### src/rtl/amm_demux_pipelined_if.sv
// Avalon-MM master-side bus bundle feeding the demux.
interface amm_demux_pipelined_if #(
  parameter int ADDR_W = 32,
  parameter int DATA_W = 16
);
  logic [ADDR_W-1:0] address;
  logic              read;
  logic              write;
  logic [DATA_W-1:0] writedata;
  logic              waitrequest;
  logic [DATA_W-1:0] readdata;
  logic              readdatavalid;

  modport master (
    output address, read, write, writedata,
    input  waitrequest, readdata, readdatavalid
  );

  modport slave (
    input  address, read, write, writedata,
    output waitrequest, readdata, readdatavalid
  );
endinterface

### src/rtl/amm_demux_pipelined.sv
// Avalon-MM 1-to-N demux with in-order pipelined read tracking.
module amm_demux_pipelined #(
  parameter int SLV_CNT = 4,
  parameter int ADDR_W  = 32,
  parameter int DATA_W  = 16,
  parameter logic [SLV_CNT-1:0][ADDR_W-1:0] SLV_BASE =
    {32'h3000, 32'h2000, 32'h1000, 32'h0000},
  parameter logic [SLV_CNT-1:0][ADDR_W-1:0] SLV_SPAN =
    {32'h1000, 32'h1000, 32'h1000, 32'h1000},
  parameter int MAX_PEND = 4,
  parameter logic [15:0] DEFAULT_DATA = 16'hBEAF
) (
  input  logic                         clk_i,
  input  logic                         rst_i,
  amm_demux_pipelined_if.slave         mst,
  output logic [SLV_CNT*ADDR_W-1:0]    slv_address_o,
  output logic [SLV_CNT-1:0]           slv_read_o,
  output logic [SLV_CNT-1:0]           slv_write_o,
  output logic [SLV_CNT*DATA_W-1:0]    slv_writedata_o,
  input  logic [SLV_CNT-1:0]           slv_waitrequest_i,
  input  logic [SLV_CNT*DATA_W-1:0]    slv_readdata_i,
  input  logic [SLV_CNT-1:0]           slv_readdatavalid_i,
  output logic                         decode_err_o,
  output logic                         unexp_rdv_o,
  output logic [$clog2(MAX_PEND+1)-1:0] pend_cnt_o
);
  localparam int SW = $clog2(SLV_CNT + 1);
  localparam int PW = (MAX_PEND > 1) ? $clog2(MAX_PEND) : 1;
  localparam int CW = $clog2(MAX_PEND + 1);
  localparam logic [SW-1:0] DEF  = SW'(SLV_CNT);
  localparam logic [CW-1:0] FULL = CW'(MAX_PEND);
  localparam logic [DATA_W-1:0] DEF_DATA = DATA_W'(DEFAULT_DATA);

  logic [SW-1:0] sel;
  logic [SW-1:0] tail_sel;
  logic [SW-1:0] head;
  logic [SW-1:0] fifo [MAX_PEND];
  logic [PW-1:0] wr_ptr;
  logic [PW-1:0] rd_ptr;
  logic [CW-1:0] cnt;
  logic          def_rdv;
  logic          dec_err;
  logic          unexp;
  logic          req;
  logic          blk;
  logic          wait_r;
  logic          sel_wait;
  logic          acc;
  logic          push;
  logic          rdv;
  logic          stray;
  logic [DATA_W-1:0] rdata;

  function automatic logic [PW-1:0] nxt(input logic [PW-1:0] p);
    return (p == PW'(MAX_PEND - 1)) ? '0 : p + 1'b1;
  endfunction

  // Descending scan so the lowest matching window wins.
  always_comb begin
    sel = DEF;
    for (int i = SLV_CNT - 1; i >= 0; i--) begin
      if (mst.address >= SLV_BASE[i] &&
          (mst.address - SLV_BASE[i]) < SLV_SPAN[i])
        sel = SW'(i);
    end
  end

  assign req = mst.read | mst.write;
  assign blk = (mst.read & (cnt == FULL)) |
               (req & (cnt != '0) & (sel != tail_sel));

  always_comb begin
    sel_wait = 1'b0;
    for (int i = 0; i < SLV_CNT; i++)
      if (sel == SW'(i)) sel_wait = slv_waitrequest_i[i];
  end

  always_comb begin
    if (rst_i || blk)    wait_r = 1'b1;
    else if (sel == DEF) wait_r = 1'b0;
    else                 wait_r = sel_wait;
  end

  assign mst.waitrequest = wait_r;
  assign acc  = req & ~wait_r;
  assign push = acc & mst.read;

  always_comb begin
    slv_read_o    = '0;
    slv_write_o   = '0;
    slv_address_o = '0;
    for (int i = 0; i < SLV_CNT; i++) begin
      slv_read_o[i]  = mst.read & (sel == SW'(i)) & ~blk & ~rst_i;
      slv_write_o[i] = mst.write & (sel == SW'(i)) & ~blk & ~rst_i;
      slv_address_o[i*ADDR_W +: ADDR_W] = mst.address - SLV_BASE[i];
    end
  end

  assign slv_writedata_o = {SLV_CNT{mst.writedata}};
  assign head = fifo[rd_ptr];

  // Only the FIFO head may answer; anything else is stray.
  always_comb begin
    rdv   = 1'b0;
    rdata = '0;
    stray = 1'b0;
    if (cnt != '0 && head == DEF && def_rdv) begin
      rdv   = 1'b1;
      rdata = DEF_DATA;
    end
    for (int i = 0; i < SLV_CNT; i++) begin
      if (slv_readdatavalid_i[i]) begin
        if (cnt != '0 && head == SW'(i)) begin
          rdv   = 1'b1;
          rdata = slv_readdata_i[i*DATA_W +: DATA_W];
        end else begin
          stray = 1'b1;
        end
      end
    end
  end

  assign mst.readdatavalid = rdv;
  assign mst.readdata      = rdata;

  always_ff @(posedge clk_i) begin
    if (rst_i) begin
      wr_ptr   <= '0;
      rd_ptr   <= '0;
      cnt      <= '0;
      tail_sel <= '0;
      def_rdv  <= 1'b0;
      dec_err  <= 1'b0;
      unexp    <= 1'b0;
    end else begin
      def_rdv <= push & (sel == DEF);
      dec_err <= acc & (sel == DEF);
      if (stray) unexp <= 1'b1;
      if (push) begin
        fifo[wr_ptr] <= sel;
        tail_sel     <= sel;
        wr_ptr       <= nxt(wr_ptr);
      end
      if (rdv) rd_ptr <= nxt(rd_ptr);
      unique case ({push, rdv})
        2'b10:   cnt <= cnt + 1'b1;
        2'b01:   cnt <= cnt - 1'b1;
        default: cnt <= cnt;
      endcase
    end
  end

  assign decode_err_o = dec_err;
  assign unexp_rdv_o  = unexp;
  assign pend_cnt_o   = cnt;
endmodule

### src/flat_wrapper.sv
// flat-port wrapper written by rule: the top's interface ports become plain ports
module amm_demux_pipelined_flat 
#(
  parameter int SLV_CNT = 4,
  parameter int ADDR_W  = 32,
  parameter int DATA_W  = 16,
  parameter logic [SLV_CNT-1:0][ADDR_W-1:0] SLV_BASE =
    {32'h3000, 32'h2000, 32'h1000, 32'h0000},
  parameter logic [SLV_CNT-1:0][ADDR_W-1:0] SLV_SPAN =
    {32'h1000, 32'h1000, 32'h1000, 32'h1000},
  parameter int MAX_PEND = 4,
  parameter logic [15:0] DEFAULT_DATA = 16'hBEAF
)
  (clk_i, rst_i, slv_address_o, slv_read_o, slv_write_o, slv_writedata_o, slv_waitrequest_i, slv_readdata_i, slv_readdatavalid_i, decode_err_o, unexp_rdv_o, pend_cnt_o, mst_address, mst_read, mst_write, mst_writedata, mst_waitrequest, mst_readdata, mst_readdatavalid);
  amm_demux_pipelined_if #(.ADDR_W(ADDR_W), .DATA_W(DATA_W)) mst_i ();
  input  logic clk_i;
  input  logic rst_i;
  output logic [SLV_CNT*ADDR_W-1:0] slv_address_o;
  output logic [SLV_CNT-1:0] slv_read_o;
  output logic [SLV_CNT-1:0] slv_write_o;
  output logic [SLV_CNT*DATA_W-1:0] slv_writedata_o;
  input  logic [SLV_CNT-1:0] slv_waitrequest_i;
  input  logic [SLV_CNT*DATA_W-1:0] slv_readdata_i;
  input  logic [SLV_CNT-1:0] slv_readdatavalid_i;
  output logic decode_err_o;
  output logic unexp_rdv_o;
  output logic [$clog2(MAX_PEND+1)-1:0] pend_cnt_o;
  input wire logic [$bits(mst_i.address)-1:0] mst_address;
  input wire logic [$bits(mst_i.read)-1:0] mst_read;
  input wire logic [$bits(mst_i.write)-1:0] mst_write;
  input wire logic [$bits(mst_i.writedata)-1:0] mst_writedata;
  output wire logic [$bits(mst_i.waitrequest)-1:0] mst_waitrequest;
  output wire logic [$bits(mst_i.readdata)-1:0] mst_readdata;
  output wire logic [$bits(mst_i.readdatavalid)-1:0] mst_readdatavalid;
  assign mst_i.address = mst_address;
  assign mst_i.read = mst_read;
  assign mst_i.write = mst_write;
  assign mst_i.writedata = mst_writedata;
  assign mst_waitrequest = mst_i.waitrequest;
  assign mst_readdata = mst_i.readdata;
  assign mst_readdatavalid = mst_i.readdatavalid;
  amm_demux_pipelined #(.SLV_CNT(SLV_CNT), .ADDR_W(ADDR_W), .DATA_W(DATA_W), .SLV_BASE(SLV_BASE), .SLV_SPAN(SLV_SPAN), .MAX_PEND(MAX_PEND), .DEFAULT_DATA(DEFAULT_DATA)) u_core (.clk_i(clk_i), .rst_i(rst_i), .mst(mst_i), .slv_address_o(slv_address_o), .slv_read_o(slv_read_o), .slv_write_o(slv_write_o), .slv_writedata_o(slv_writedata_o), .slv_waitrequest_i(slv_waitrequest_i), .slv_readdata_i(slv_readdata_i), .slv_readdatavalid_i(slv_readdatavalid_i), .decode_err_o(decode_err_o), .unexp_rdv_o(unexp_rdv_o), .pend_cnt_o(pend_cnt_o));
endmodule
### config.mk
export PLATFORM = sky130hd
export DESIGN_NAME = amm_demux_pipelined_flat
export DESIGN_NICKNAME = d
export VERILOG_FILES = /design/src/rtl/amm_demux_pipelined_if.sv /design/src/rtl/amm_demux_pipelined.sv /design/src/flat_wrapper.sv
export SDC_FILE = /design/constraint.sdc
export NUM_CORES = 1
export LEC_CHECK = 0
export CORE_AREA = 2 2 134 136
export CTS_BUF_LIST = sky130_fd_sc_hd__clkbuf_2
export DETAILED_ROUTE_END_ITERATION = 6
export DIE_AREA = 0 0 136 138
export GPL_TIMING_DRIVEN = 0
export PLACE_DENSITY = 0.7
export SYNTH_ARGS = -nofsm -noshare
export SYNTH_HDL_FRONTEND = slang
export SYNTH_SLANG_ARGS = --single-unit
### constraint.sdc
create_clock -name clk_i -period 7.65 [get_ports clk_i]
set_input_delay 1.53 -clock clk_i [delete_from_list [all_inputs] [get_ports clk_i]]
set_output_delay 1.53 -clock clk_i [all_outputs]
set_load 0.005 [all_outputs]
Word level (Yosys, flattened, before mapping)
Memories as Yosys holds them, arrays and structs flattened. A register that Yosys moved wholly into a read port is not among the register bits.
Cells that the tools add are included.
{ "op_classes": {"bitwise_logic": 36, "magnitude_cmp": 8, "n_addsub": 7, "mux": 44, "eq_ne": 14, "n_reduce_logical": 15} }
{ "ops": {"columns": ["cell", "count"], "rows": [
  ["two-way mux 16 bit", 9],
  ["< comparator 32 x 13 -> 1 bit (second input constant)", 4],
  ["greater-or-equal comparator 32 x 14 -> 1 bit (second input constant)", 2],
  ["subtractor 32 x 14 -> 32 bit (second input constant)", 2],
  ["greater-or-equal comparator 32 x 1 -> 1 bit (second input constant)", 1],
  ["greater-or-equal comparator 32 x 13 -> 1 bit (second input constant)", 1],
  ["subtractor 32 x 13 -> 32 bit (second input constant)", 1],
  ["bitwise AND 1 bit", 31],
  ["two-way mux 1 bit", 26],
  ["equality test 3 x 2 -> 1 bit (second input constant)", 4],
  ["two-way mux 3 bit", 4],
  ["logical AND 1 bit", 10],
  ["equality test 3 bit (second input constant)", 3],
  ["two-way mux 2 bit", 4],
  ["equality test 2 bit (second input constant)", 3],
  ["equality test 3 x 1 -> 1 bit (second input constant)", 2],
  ["logical NOT 3 bit", 2],
  ["one-hot mux 3 bit (2 select lines)", 1],
  ["adder 2 x 1 -> 2 bit (second input constant)", 2],
  ["adder 3 x 1 -> 3 bit (second input constant)", 1],
  ["!= test 3 bit", 1],
  ["NOT 1 bit", 3],
  ["nonzero test 3 bit", 1],
  ["subtractor 3 x 1 -> 3 bit (second input constant)", 1],
  ["4 further kinds", 5]
]} }
{ "word_totals": {"n_memories": 1, "ff_bits": 13, "output_inout_bits": 223, "ram_bits": 12, "word_cells": 132, "input_bits": 124} }
{ "memory_table": {"columns": ["name", "depth", "width", "read_ports", "rd_clocked_by_memory_dff", "wr", "line_no", "source"], "rows": [
  ["u_core.fifo", 4, 3, 1, 1, 1, "amm_demux_pipelined.sv:37", "logic [SW-1:0] fifo [MAX_PEND];"]
]} }

Depth between registers and ports, before layout
{ "logic_depth": {"depth_word": 20, "depth_mapped": 20, "depth_no_buf": 18} }

Worst setup path after synthesis
No wires, ideal clock.
{ "synth_path": {"path_kind": "input to output", "startpoint": "input port mst_address[14]", "endpoint": "output port slv_read_o[2]", "slack_ps": 841, "path_buffers": 2, "required_ps": 6120, "arrival_time_ps": 5279, "path_stages": 14, "path_cell_list": "clkbuf_1 inv_1 ha_1 a2111oi_0 nand4_1 xnor2_1 or2_2 or4_1 clkbuf_1 a211oi_4 nand3_2 a31oi_2 nand2_1 nor3_1"} }
{ "synth_between": {"elab_chain_cells": 13, "elab_cells_between_ends": 27, "classes_between": "3 x add/sub; 8 x order compare; 2 x eq/ne; 4 x mux; 6 x bitwise; 4 x reduce/logical"} }
{ "synth_rtl": {"columns": ["item", "line_no", "source"], "rows": [
  ["start, declared", "flat_wrapper.sv:28", "input wire logic [$bits(mst_i.address)-1:0] mst_address;"],
  ["subtractor 32 x 14 -> 32 bit (*)", null, null],
  ["via slv_address_o[125]", "flat_wrapper.sv:18", "output logic [SLV_CNT*ADDR_W-1:0] slv_address_o;"],
  ["< comparator 32 x 13 -> 1 bit (*)", "amm_demux_pipelined.sv:63", "(mst.address - SLV_BASE[i]) < SLV_SPAN[i])"],
  ["logical AND 1 bit (*)", "amm_demux_pipelined.sv:62", "if (mst.address >= SLV_BASE[i] &&"],
  ["two-way mux 3 bit (*) (4 in series)", "amm_demux_pipelined.sv:62", null],
  ["via u_core.sel[1]", "amm_demux_pipelined.sv:34", "logic [SW-1:0] sel;"],
  ["!= test 3 bit", "amm_demux_pipelined.sv:70", "(req & (cnt != '0) & (sel != tail_sel));"],
  ["bitwise AND 1 bit", "amm_demux_pipelined.sv:70", null],
  ["bitwise OR 1 bit", "amm_demux_pipelined.sv:69", "assign blk = (mst.read & (cnt == FULL)) |"],
  ["NOT 1 bit", "amm_demux_pipelined.sv:93", "slv_read_o[i] = mst.read & (sel == SW'(i)) & ~blk & ~rst_i;"],
  ["bitwise AND 1 bit (*) (2 in series)", "amm_demux_pipelined.sv:93", null],
  ["end, declared", "flat_wrapper.sv:19", "output logic [SLV_CNT-1:0] slv_read_o;"]
]} }
The timed path passes the listed nets; every way through them passes the cells marked *.

Worst setup path after layout
{ "layout_path": {"startpoint": "input port mst_address[16]", "endpoint": "output port slv_write_o[3]"} }
{ "layout_between": {"elab_chain_cells": 13, "elab_cells_between_ends": 27, "classes_between": "3 x add/sub; 8 x order compare; 2 x eq/ne; 4 x mux; 6 x bitwise; 4 x reduce/logical"} }
{ "layout_rtl": {"columns": ["item", "line_no", "source"], "rows": [
  ["subtractor 32 x 14 -> 32 bit", "amm_demux_pipelined.sv:63", null],
  ["< comparator 32 x 13 -> 1 bit", "amm_demux_pipelined.sv:63", null],
  ["logical AND 1 bit", "amm_demux_pipelined.sv:62", null],
  ["two-way mux 3 bit (3 in series)", "amm_demux_pipelined.sv:62", null],
  ["two-way mux 3 bit (*)", "amm_demux_pipelined.sv:62", null],
  ["!= test 3 bit", "amm_demux_pipelined.sv:70", null],
  ["bitwise AND 1 bit", "amm_demux_pipelined.sv:70", null],
  ["bitwise OR 1 bit", "amm_demux_pipelined.sv:69", null],
  ["NOT 1 bit", "amm_demux_pipelined.sv:94", "slv_write_o[i] = mst.write & (sel == SW'(i)) & ~blk & ~rst_i;"],
  ["bitwise AND 1 bit (*) (2 in series)", "amm_demux_pipelined.sv:94", null],
  ["end, declared", "flat_wrapper.sv:20", "output logic [SLV_CNT-1:0] slv_write_o;"]
]} }
Mark *: on every way between the ends. The rest lies on a longest branch, timed or not.

==> results.md <==
- Switching portion of total power: 31.59%
- TritonCTS Sinks: 27
- Period utilization: 96.33%
- Initial Utilization: 25.70%
- Reg2reg end: u_core.pend_cnt_o[2]
- P_int: 385.9 uW
- Hold Path Origin: u_core.tail_sel[0]
- Clock power share: 9.8%
- Unrepaired setup endpoints after global routing: false
- DRT iter0 DRCs: 174
- Slew Limit Fails: 0
- Async set-or-reset flop fraction in the synthesized netlist: 0%
- Family with the most delay on the worst path: buffers and inverters
- FF-to-FF setup slack: 3.72 ns
- Seq cells post-synth: 27
- ANT nets after route: 0
- Final min period: 7.369 ns
- Hold-fix buffers, CTS: 0
- # fillers: 1746
- Synth Cell Area: 4507 um2
- Pin count of the biggest net entering global routing: 17
- GPL Wtd Cong: 0.9646
- Crit path top cell by count: clkdlybuf4s50_1
- Seq pwr share: 28.4%
- Vias in the first global route: 5158
- Die H: 138 um
- Worst vdd ir: 53.40 uV
- Hold Path Class: reg2reg
- WP data required: 6.12 ns
- Tot GR Track Use: 19.85%
- NetSw: 178.2 uW
- Max transition margin: 36.78%
- Dpl hpwl: 16730 um
- Max Buffers Root-to-Sink: 2
- Reg2Reg Depth: 12
- Clk_skew: 0.003670 ns
- DR pass1 iterations: 4
- Total congestion overflow: 0
- CP max stage delay: 0.57 ns
- Via count: 5369
- Final setup TNS: 0 ns
- Leading register cell type out of synthesis: dfxtp_1
- CTS tree: yes
- PwrDens: 69.90 nW/um2
- Final setup viols: 0
- Compound-gate portion of the synthesized area: 12.52%
- Worst-Skew Late Latency: 0.36 ns
- Final hold vios: 0
- Hold path cells: 2
- Status: completed
- Cts bufs inserted: 3
- Wire length per cell: 17.19 um
- PnR worst setup slack: 0.2806 ns
- Final WL: 19950 um
- CTS H-Tree Depth: 1
- Startpoint Class: input port
- Die X: 136 um
- Sequential area share after synthesis: 14.66%
- DRC: 0
- Vias/cell: 4.628
- Core footprint: 17530 um2
- Worst path bufs/invs: 5
- Syn-to-layout area delta: 79.04%
- Total Die Area: 18770 um2
- EDFF count, synth: 12
- First-pass GRT wire length: 29300 um
- Slowest-stage cell, CP: clkdlybuf4s50_1
- Post-Synth Adder-Cell Area: 4.331%
- Critical path capture point type: output port
- XOR/XNOR share of the synthesized area: 8.551%
- Hold Path End: u_core.tail_sel[0]
- Syn_nets: 748
- Initial antenna violation count: 6
- Max_cap viols: 0
- Worst slew pin tran: 0.9405 ns
- I/O Pins: 347
- Critical path class: in2out
- Post-synth cell types: 66
- Mapped Cells: 609
- Avg Inst Size Synth: 7.400 um2
- Root Buffer: clkbuf_2
- Worst hold slack: 0.5241 ns
- Num rows: 49
- Max Freq: 135.7 MHz
- Clk slew on worst S/H paths: 0.25 ns
- Layout net count: 1067
- Worst slack at placement: -1.326 ns
- CP max FO: 10
- Crit path arrival time: 5.84 ns
- Buffers on Ports: 307
- Cell Chain, Critical Path: clkdlybuf4s50_1, buf_6, or4_4, o21a_1, nor4_1, nand4b_1, nor4_4, buf_2, o21ai_0, a21o_1, a31oi_4, buf_4, nand2_1, nor3_1, clkdlybuf4s50_1
- Share of cells above drive strength 1: 21.25%
- Post-synthesis simple-gate area fraction: 29.09%
- Ys Warns: 0
- Mux cell area share after synthesis: 2.165%
- LEAKAGE: 0.003194 uW
- Combinational power share: 61.7%
- Largest family of logic cells by synthesized area: simple AND/OR/NAND/NOR gates
-- final cells by class --
cell class / instances / area [um2] / share of cell area [%]
Timing Repair Buffer: 314 / 3132 / 38.81
Antenna cell: 4 / 10.01 / 0.1241
Clock buffer: 3 / 15.01 / 0.1861
Sequential cell: 27 / 660.6 / 8.187
Buffer: 168 / 1201 / 14.89
Inverter: 28 / 105.1 / 1.303
Multi-Input combinational cell: 386 / 2651 / 32.86
Tap cell: 229 / 286.5 / 3.551
Clock inverter: 1 / 7.507 / 0.09304
-- logic make-up after synthesis --
family | after synthesis
mux | 6
flops | 27
buf+inv | 196
xor+xnor | 44
compound gates | 79
simple gates | 242
fa+ha+maj | 15
-- worst max path at each step --
stage	startpoint	endpoint	depth (start not counted)	slack (ns)
floorplan	mst_address[14]	slv_read_o[2]	14	0.84
global placement	mst_address[14]	slv_read_o[3]	16	-1.36
detailed placement	mst_address[14]	slv_read_o[3]	16	-1.33
CTS	mst_address[13]	slv_write_o[0]	14	0.02
global route	mst_address[21]	slv_write_o[3]	15	0.002
finish	mst_address[16]	slv_write_o[3]	15	0.28
-- worst min-delay path: stages (launching register included) --
cell and delay [ns]:
dfxtp_1 0.39, o21ai_0 0.07, a21oi_1 0.06
-- cell usage after synthesis, types with 4 or more instances --
cell type	number	area share, %
buf_4	138	23
nand2_1	63	5.2
nor2_1	48	4.0
inv_1	28	2.3
xnor2_1	28	5.4
nand3_1	24	2.7
a21oi_1	21	2.3
clkbuf_1	17	1.4
nor3_1	17	1.9
xor2_1	16	3.1
dfxtp_1	15	6.7
nor4_1	15	2.1
o21ai_0	15	1.7
ha_1	14	3.9
nand4_1	13	1.8
a221o_1	12	2.7
edfxtp_1	12	8.0
or3_1	9	1.2
and3_1	7	0.97
buf_2	6	0.67
nand2b_1	5	0.69
or4_1	5	0.83
a22oi_1	4	0.67
a31oi_1	4	0.56
buf_6	4	1.0
nand4b_1	4	0.78
-- power groups by stage --
stage	Sequential [uW]	Combinational, uW	Clock [uW]
5_1_grt	161	373	63.1
3_5_place_dp	163	340	0
4_1_cts	160	348	57.8
6_report	160	348	55.4
2_1_floorplan	163	143	0
3_3_place_gp	163	338	0
-- metal layers --
metal / up-vias / share of wire, % / global-route usage (%)
met5: - / 0.15 / 0
met4: 4 / 2.5 / 6.140
met3: 26 / 11 / 7.077
met2: 273 / 51 / 37.69
met1: 2441 / 35 / 19.83
li1: 2625 / - / -
-- registers in the layout (all words and copies together), names as in the netlist, named ones only --
register	cells
u_core.def_rdv	1
u_core.wr_ptr	2
u_core.decode_err_o	1
u_core.rd_ptr	2
u_core.fifo	12
u_core.pend_cnt_o	3
u_core.unexp_rdv_o	1
u_core.tail_sel	3
-- placed cells by master (no fill, tap or decap), drive strengths merged, types with 4 or more instances in the layout --
| master | n |
|---|---|
| a21oi | 21 |
| a221o | 12 |
| a22oi | 4 |
| a31oi | 5 |
| and3 | 7 |
| buf | 157 |
| clkbuf | 21 |
| clkdlybuf4s50 | 303 |
| dfxtp | 15 |
| diode | 4 |
| edfxtp | 12 |
| ha | 14 |
| inv | 28 |
| nand2 | 63 |
| nand2b | 5 |
| nand3 | 25 |
| nand4 | 13 |
| nand4b | 4 |
| nor2 | 48 |
| nor3 | 17 |
| nor4 | 20 |
| o21ai | 18 |
| or2 | 4 |
| or3 | 9 |
| or4 | 8 |
| xnor2 | 28 |
| xor2 | 16 |
-- through the flow --
step	area, um2	util [%]	power, uW	cells
3_3_place_gp	7866	44.86	501.0	1145
6_report	8069	46.02	564.0	1160
4_1_cts	7990	45.57	566.2	1153
5_1_grt	8069	46.02	597.2	1160
3_5_place_dp	7873	44.90	502.9	1145
2_1_floorplan	4507	-	305.8	609
-- what timing repair did --
| item | CTS | global route |
|---|---|---|
| buffers inserted | 4 | 3 |
| setup endpoints to repair | 9 | 9 |
| pin swaps | 2 | 1 |
| gates resized for setup | 14 | 15 |
(Power assumes the default switching activity.)
